<file path="src/rtl/gray_counter_bank.sv">
// Bank of NUM_CNT binary/gray counters behind a single request port.
// Reads and errors are answered through an IND_DEPTH-entry reply FIFO.
module gray_counter_bank #(
  parameter int WIDTH     = 4,
  parameter int NUM_CNT   = 4,
  parameter int IND_DEPTH = 4,
  parameter int HDR_W     = 16,
  parameter int DATA_W    = 128,
  parameter int SATURATE  = 0
) (
  input  logic                    CLK,
  input  logic                    nRST,
  input  logic                    request_enq__ENA,
  input  logic [HDR_W+DATA_W-1:0] request_enq_v,
  output logic                    request_enq__RDY,
  output logic                    indication_enq__ENA,
  output logic [HDR_W+DATA_W-1:0] indication_enq_v,
  input  logic                    indication_enq__RDY
);

  localparam int MSG_W = HDR_W + DATA_W;
  localparam int PTR_W = $clog2(IND_DEPTH);
  localparam int CNT_W = PTR_W + 1;

  localparam logic [7:0] OP_INC   = 8'd0;
  localparam logic [7:0] OP_DEC   = 8'd1;
  localparam logic [7:0] OP_RDGRY = 8'd2;
  localparam logic [7:0] OP_WRGRY = 8'd3;
  localparam logic [7:0] OP_RDBIN = 8'd4;
  localparam logic [7:0] OP_WRBIN = 8'd5;
  localparam logic [7:0] OP_ERR   = 8'hFF;

  typedef logic [WIDTH-1:0] word_t;
  typedef logic [MSG_W-1:0] msg_t;

  function automatic word_t bin_inc(input word_t b);
    if (SATURATE != 0 && b == '1) return b;
    return b + word_t'(1);
  endfunction

  function automatic word_t bin_dec(input word_t b);
    if (SATURATE != 0 && b == '0) return b;
    return b - word_t'(1);
  endfunction

  function automatic word_t gray_enc(input word_t b);
    return b ^ (b >> 1);
  endfunction

  // Each binary bit is the XOR of all gray bits at or above it.
  function automatic word_t gray_dec(input word_t g);
    word_t b;
    b[WIDTH-1] = g[WIDTH-1];
    for (int i = WIDTH - 2; i >= 0; i--) b[i] = b[i+1] ^ g[i];
    return b;
  endfunction

  function automatic msg_t make_reply(input logic [7:0] op, input logic [7:0] ch,
                                      input logic [DATA_W-1:0] pl);
    return {HDR_W'({op, ch}), pl};
  endfunction

  word_t             bin_q [NUM_CNT];
  word_t             bin_d [NUM_CNT];
  msg_t              mem_q [IND_DEPTH];
  msg_t              mem_d [IND_DEPTH];
  logic [PTR_W-1:0]  wr_ptr_q, wr_ptr_d;
  logic [PTR_W-1:0]  rd_ptr_q, rd_ptr_d;
  logic [CNT_W-1:0]  cnt_q, cnt_d;

  logic              vld_p0;
  logic [7:0]        op_p0;
  logic [7:0]        ch_p0;
  word_t             val_p0;
  word_t             cur_p0;
  logic              err_p0;
  logic              push;
  logic              pop;
  msg_t              reply;
  logic              fifo_empty;
  logic              fifo_full;
  logic              unused_req;

  // Stage p0: decode the accepted request beat.
  assign vld_p0 = request_enq__ENA & request_enq__RDY;
  assign op_p0  = request_enq_v[DATA_W+15 -: 8];
  assign ch_p0  = request_enq_v[DATA_W+7 -: 8];
  assign val_p0 = request_enq_v[WIDTH-1:0];
  assign err_p0 = (op_p0 > OP_WRBIN) || (int'(ch_p0) >= NUM_CNT);
  assign unused_req = ^request_enq_v;

  always_comb begin
    cur_p0 = '0;
    for (int c = 0; c < NUM_CNT; c++) begin
      if (ch_p0 == 8'(c)) cur_p0 = bin_q[c];
    end
  end

  always_comb begin
    for (int c = 0; c < NUM_CNT; c++) bin_d[c] = bin_q[c];
    if (vld_p0 && !err_p0) begin
      for (int c = 0; c < NUM_CNT; c++) begin
        if (ch_p0 == 8'(c)) begin
          case (op_p0)
            OP_INC:   bin_d[c] = bin_inc(bin_q[c]);
            OP_DEC:   bin_d[c] = bin_dec(bin_q[c]);
            OP_WRGRY: bin_d[c] = gray_dec(val_p0);
            OP_WRBIN: bin_d[c] = val_p0;
            default:  bin_d[c] = bin_q[c];
          endcase
        end
      end
    end
  end

  always_comb begin
    push  = 1'b0;
    reply = '0;
    if (vld_p0) begin
      if (err_p0) begin
        push  = 1'b1;
        reply = make_reply(OP_ERR, ch_p0, DATA_W'(op_p0));
      end else if (op_p0 == OP_RDGRY) begin
        push  = 1'b1;
        reply = make_reply(op_p0, ch_p0, DATA_W'(gray_enc(cur_p0)));
      end else if (op_p0 == OP_RDBIN) begin
        push  = 1'b1;
        reply = make_reply(op_p0, ch_p0, DATA_W'(cur_p0));
      end
    end
  end

  // Reply FIFO: every opcode is throttled on full so replies never reorder.
  assign fifo_empty          = (cnt_q == '0);
  assign fifo_full           = (cnt_q == CNT_W'(IND_DEPTH));
  assign request_enq__RDY    = !nRST && !fifo_full;
  assign pop                 = !nRST && !fifo_empty && indication_enq__RDY;
  assign indication_enq__ENA = pop;
  assign indication_enq_v    = (nRST || fifo_empty) ? '0 : mem_q[rd_ptr_q];

  always_comb begin
    for (int i = 0; i < IND_DEPTH; i++) mem_d[i] = mem_q[i];
    wr_ptr_d = wr_ptr_q;
    rd_ptr_d = rd_ptr_q;
    if (push) begin
      mem_d[wr_ptr_q] = reply;
      wr_ptr_d        = wr_ptr_q + PTR_W'(1);
    end
    if (pop) rd_ptr_d = rd_ptr_q + PTR_W'(1);
    cnt_d = cnt_q + CNT_W'(push) - CNT_W'(pop);
  end

  always_ff @(posedge CLK) begin
    for (int i = 0; i < IND_DEPTH; i++) mem_q[i] <= mem_d[i];
    if (nRST) begin
      for (int c = 0; c < NUM_CNT; c++) bin_q[c] <= '0;
      wr_ptr_q <= '0;
      rd_ptr_q <= '0;
      cnt_q    <= '0;
    end else begin
      for (int c = 0; c < NUM_CNT; c++) bin_q[c] <= bin_d[c];
      wr_ptr_q <= wr_ptr_d;
      rd_ptr_q <= rd_ptr_d;
      cnt_q    <= cnt_d;
    end
  end

endmodule

</file>
<file path="config.mk">
export PLATFORM = sky130hd
export DESIGN_NAME = gray_counter_bank
export DESIGN_NICKNAME = d
export VERILOG_FILES = /design/src/rtl/gray_counter_bank.sv
export SDC_FILE = /design/constraint.sdc
export NUM_CORES = 1
export LEC_CHECK = 0
export BUFFER_PORTS_ARGS = -buffer_cell sky130_fd_sc_hd__buf_2
export CORE_ASPECT_RATIO = 1.75
export CORE_MARGIN = 1
export CORE_UTILIZATION = 30
export CTS_BUF_LIST = sky130_fd_sc_hd__clkbuf_4
export CTS_CLUSTER_SIZE = 12
export DETAILED_ROUTE_END_ITERATION = 8
export SLEW_MARGIN = 20
export SYNTH_ARGS = -nofsm -noshare
export SYNTH_HDL_FRONTEND = slang
export SYNTH_SLANG_ARGS = --single-unit
</file>
<file path="constraint.sdc">
create_clock -name CLK -period 6.8 [get_ports CLK]
set_input_delay 1.02 -clock CLK [delete_from_list [all_inputs] [get_ports CLK]]
set_output_delay 1.02 -clock CLK [all_outputs]
set_load 0.01 [all_outputs]
</file>
### After elaboration in Yosys (flattened, before gate mapping)

Memories as Yosys holds them, arrays and structs flattened. A register that Yosys moved wholly into a read port is not among the register bits.
Cells that the tools add are included.

* register bits: 7
* RAM bits: 592
* input port bits: 148
* output and inout port bits: 146
* word-level logic and storage cells: 89
* memories: 2

* add/sub/neg operators: 12
* $lt $le $gt $ge: 4
* equal/unequal tests: 9
* mux-type cells: 35
* bitwise logic cells: 10
* reduce and logical (&&, ||, !) cells: 14

Memories
* mem_q: depth 4, width 144, rd ports 5, clocked after Yosys merged registers in 1, wr ports 4, line 65 `msg_t mem_q [IND_DEPTH];`
* bin_q: depth 4, width 4, rd ports 4, clocked after Yosys merged registers in 0, wr ports 4, line 63 `word_t bin_q [NUM_CNT];`

Operator list (count)
* two-way mux 144 bit: 6
* bitwise mux 576 bit: 1
* two-way mux 576 bit: 1
* demux 144 bit (select 2 bit): 1
* case mux 4 bit (4 select lines): 4
* two-way mux 4 bit: 12
* equality test 8 x 2 -> 1 bit, second input constant: 4
* adder 4 x 1 -> 4 bit, second input constant: 4
* equality test 8 x 1 -> 1 bit, second input constant: 2
* equality test 8 x 3 -> 1 bit, second input constant: 2
* logical NOT 8 bit: 2
* two-way mux 16 bit: 1
* subtractor 4 x 1 -> 4 bit, second input constant: 4
* >= comparator 8 x 3 -> 1 bit, second input constant: 1
* greater-than comparator 8 x 3 -> 1 bit, second input constant: 1
* two-way mux 1 bit: 7
* logical AND 1 bit: 5
* adder 2 x 1 -> 2 bit, second input constant: 2
* logical NOT 1 bit: 4
* two-way mux 2 bit: 2
* bitwise OR 1 bit: 4
* bitwise XOR 4 x 3 -> 4 bit: 1
* adder 3 x 1 -> 3 bit: 1
* equality test 3 bit, second input constant: 1
* 8 further kinds: 11

### Longest topological paths before layout

* word-level depth: 11
* depth in mapped cells: 14
* depth with buffers taken out: 12

### Least setup slack after synthesis

No wires, ideal clock.

* path kind: input-to-reg
* start point: input port request_enq_v[143]
* end point: memory bin_q[3][3] (netlist bit)
* setup time: 0.079 ns
* data arrival time: 3.521 ns
* data required time: 6.721 ns
* slack: 3.199 ns
* cell stages on the path: 10
* buffers on the path: 0
* cells stage by stage: or4_4 nor3_4 nand2_1 inv_1 ha_1 a21o_1 a21oi_1 xor2_1 mux2_2 a211oi_2

RTL lines
* start: declaration: line 14 `input logic [HDR_W+DATA_W-1:0] request_enq_v,`
* end: declaration: line 63

==> impl_metrics.py <==
metrics = {
    "status": {
        "outcome": "finished, final reports clean",
    },
    "clock_tree": {
        "clock_latency_ps": 530,
        "cts_inserted_buffers": 17,
        "clkTransAtPathRegs_ps": 120,
        "cts_root_buffer": "clkbuf_4",
        "ctsHtreeMaxLevel": 4,
        "clockBufferDepth": 2,
        "post_cts_buffers": 0,
        "cts_tree": "yes",
        "clock-sinks": 121,
        "ctsHoldBuffers": 0,
        "cts_resized": 0,
    },
    "global_route": {
        "grt_pass1_wl_um": 20700,
        "antenna_found_initial": 2,
        "grt_max_degree": 30,
        "grt_pass1_vias": 3736,
        "grt_usage_pct": 12.1,
        "overflow": 0,
    },
    "sta": {
        "fmax_mhz": 274,
        "tightestPinTransition_ps": 740,
        "relSlewSlack_pct": 50.5,
        "drv_slew": 0,
        "fin_skew_ps": 15.0,
        "rsz0062_at_grt": "false",
        "finalSetupTns_ps": 0,
        "fin_crit_ps": 3660,
        "hold_violations": 0,
        "fin_crit_sh_pct": 53.8,
        "setup_viol_count_final": 0,
    },
    "power": {
        "cellLeakagePower_nw": 2.80,
        "vdd_drop_max_mv": 0.111,
        "power_density_nw_per_um2": 247,
    },
    "final_layout": {
        "design_area_um2": 7350,
        "fin_cells": 902,
        "final_util_pct": 33.0,
        "area_delta_synth_final_pct": 6.90,
        "fin_nets": 759,
        "drive_above_1_share_pct": 23.5,
        "fillers": 2215,
    },
    "drt": {
        "drtPass1Iterations": 4,
        "ant_nets": 0,
        "wl_per_cell_um": 14.7,
        "route.detailed.drc": 0,
        "drt_iter0_markers": 190,
        "routed_wl_um": 13300,
        "viasPerCell": 4.26,
        "vias": 3845,
    },
    "placed_design": {
        "postPlaceCellArea_um2": 6980,
        "gp_congestion": 0.796,
        "dpl.hpwl_um": 10000,
        "dp.cells": 869,
        "port_buffers": 49,
    },
    "run": {
        "max-cap-violations": 0,
    },
    "worst_setup_path": {
        "crit_type": "in -> reg",
        "critPathMaxFanout": 8,
        "start_kind": "primary input",
        "worstPathArrival_ps": 4110,
        "reg2reg_slack_ps": 3530,
        "endpoint_kind": "flop",
        "critical_path_required_ps": 7250,
    },
    "logic_synthesis": {
        "synth_cell_type_count": 62,
        "synth_common_cells": "122 x buf_4, 96 x edfxtp_1, 40 x and2_1",
        "ys_seq_elements": 121,
        "synthTopCellsByArea": "edfxtp_1 42%, buf_4 13%, mux4_2 9.2%",
        "synth-seq-area-share_pct": 49.2,
        "ys_dominant_reg_cell": "edfxtp_1",
        "synthArstFlopShare_pct": 0,
        "yosysMostFrequentCell": "buf_4",
        "synth_edf_count": 96,
        "synth_largest_area_cell": "edfxtp_1",
        "synth_area_um2": 6870,
        "synth_warnings": 0,
        "syn_avg_cell_area_um2": 12.8,
        "synth.top_cell.area_share_pct": 41.9,
        "syn_inst": 538,
    },
    "hold_path": {
        "hp-class": "reg -> reg",
    },
    "floorplanning": {
        "initial_core_util_pct": 30.9,
        "core_area_um2": 22300,
        "row_count": 72,
        "fp.dieArea_um2": 23500,
        "num_io_pins": 294,
        "dieHeight_um": 202,
        "die_w_um": 116,
    },
}
## where the power goes
part	internal, mW	switching [mW]	total [mW]
sequential	0.841	0.0133	0.854
clock	0.365	0.269	0.634
combinational	0.132	0.193	0.326
## state kept, by name, indices dropped and copies added (netlist names), named ones only
register  count
wr_ptr_q      2
mem_q        96
rd_ptr_q      2
cnt_q         3
bin_q        16
## stage by stage
step	hold WS (ps)	setup WS, ps	power [mW]
3_3_place_gp	505	2540	1.20
2_1_floorplan	485	3200	1.16
4_1_cts	542	2990	1.84
6_report	540	3140	1.81
3_5_place_dp	525	2530	1.21
5_1_grt	568	2990	1.91
## worst paths after layout
check                                         from            end  cells past startpoint
worst min-delay path                   bin_q[2][2]    bin_q[2][2]                      2
worst max register to register            cnt_q[1]  mem_q[2][136]                      6
worst min register to register         bin_q[2][2]    bin_q[2][2]                      2
worst max-delay path            request_enq_v[143]    bin_q[3][3]                     11
## layout make-up
type / count / area, um2 / share of cell area (%)
Sequential cell: 121 / 3380 / 46.0
Multi-Input combinational cell: 375 / 2850 / 38.8
Tap cell: 296 / 370 / 5.04
Timing Repair Buffer: 57 / 305 / 4.16
Clock inverter: 14 / 228 / 3.10
Clock buffer: 18 / 135 / 1.84
Inverter: 20 / 75.1 / 1.02
Antenna cell: 1 / 2.50 / 0.0341
## cell families after synthesis
kind of cell | after synthesis | synth area share (%)
and+or+nand+nor | 124 | 12.2
xor gates and xnor gates | 19 | 2.64
buffers and inverters | 161 | 15.8
adders and majority gates | 19 | 4.01
AOI/OAI and AO/OA | 58 | 5.77
other | 1 | 0.0546
muxes | 35 | 10.3
DFF | 121 | 49.2
## cells in the final DEF (no fill, tap or decap), types with 5 or more instances in the layout
master and instances:
conb_1 120, edfxtp_1 96, buf_2 49, and2_1 40
nor2_1 29, mux4_2 28, dfxtp_1 25, inv_1 20
a21oi_1 18, clkbuf_4 18, ha_1 14, xnor2_1 12
nand2_1 9, buf_4 8, xor2_1 6, a211oi_1 6
bufinv_16 6, a21o_1 5, nor3b_1 5, fa_1 5
## routing by layer
layer | track usage [%] | up-vias | routed length [um]
met3 | 3.15 | 20 | 712
li1 | - | 1789 | -
met1 | 11.7 | 1853 | 4540
met2 | 22.9 | 181 | 7630
met5 | 0 | - | 10
met4 | 5.54 | 2 | 389
## critical path, stage by stage
cell and delay [ps]:
buf_2 120, or4_4 590, nor3_4 290, nand2_1 320, inv_1 370, ha_1 300
a21o_1 180, a21oi_1 200, xor2_1 170, mux2_2 350, a211oi_2 190
(Power assumes the default switching activity.)
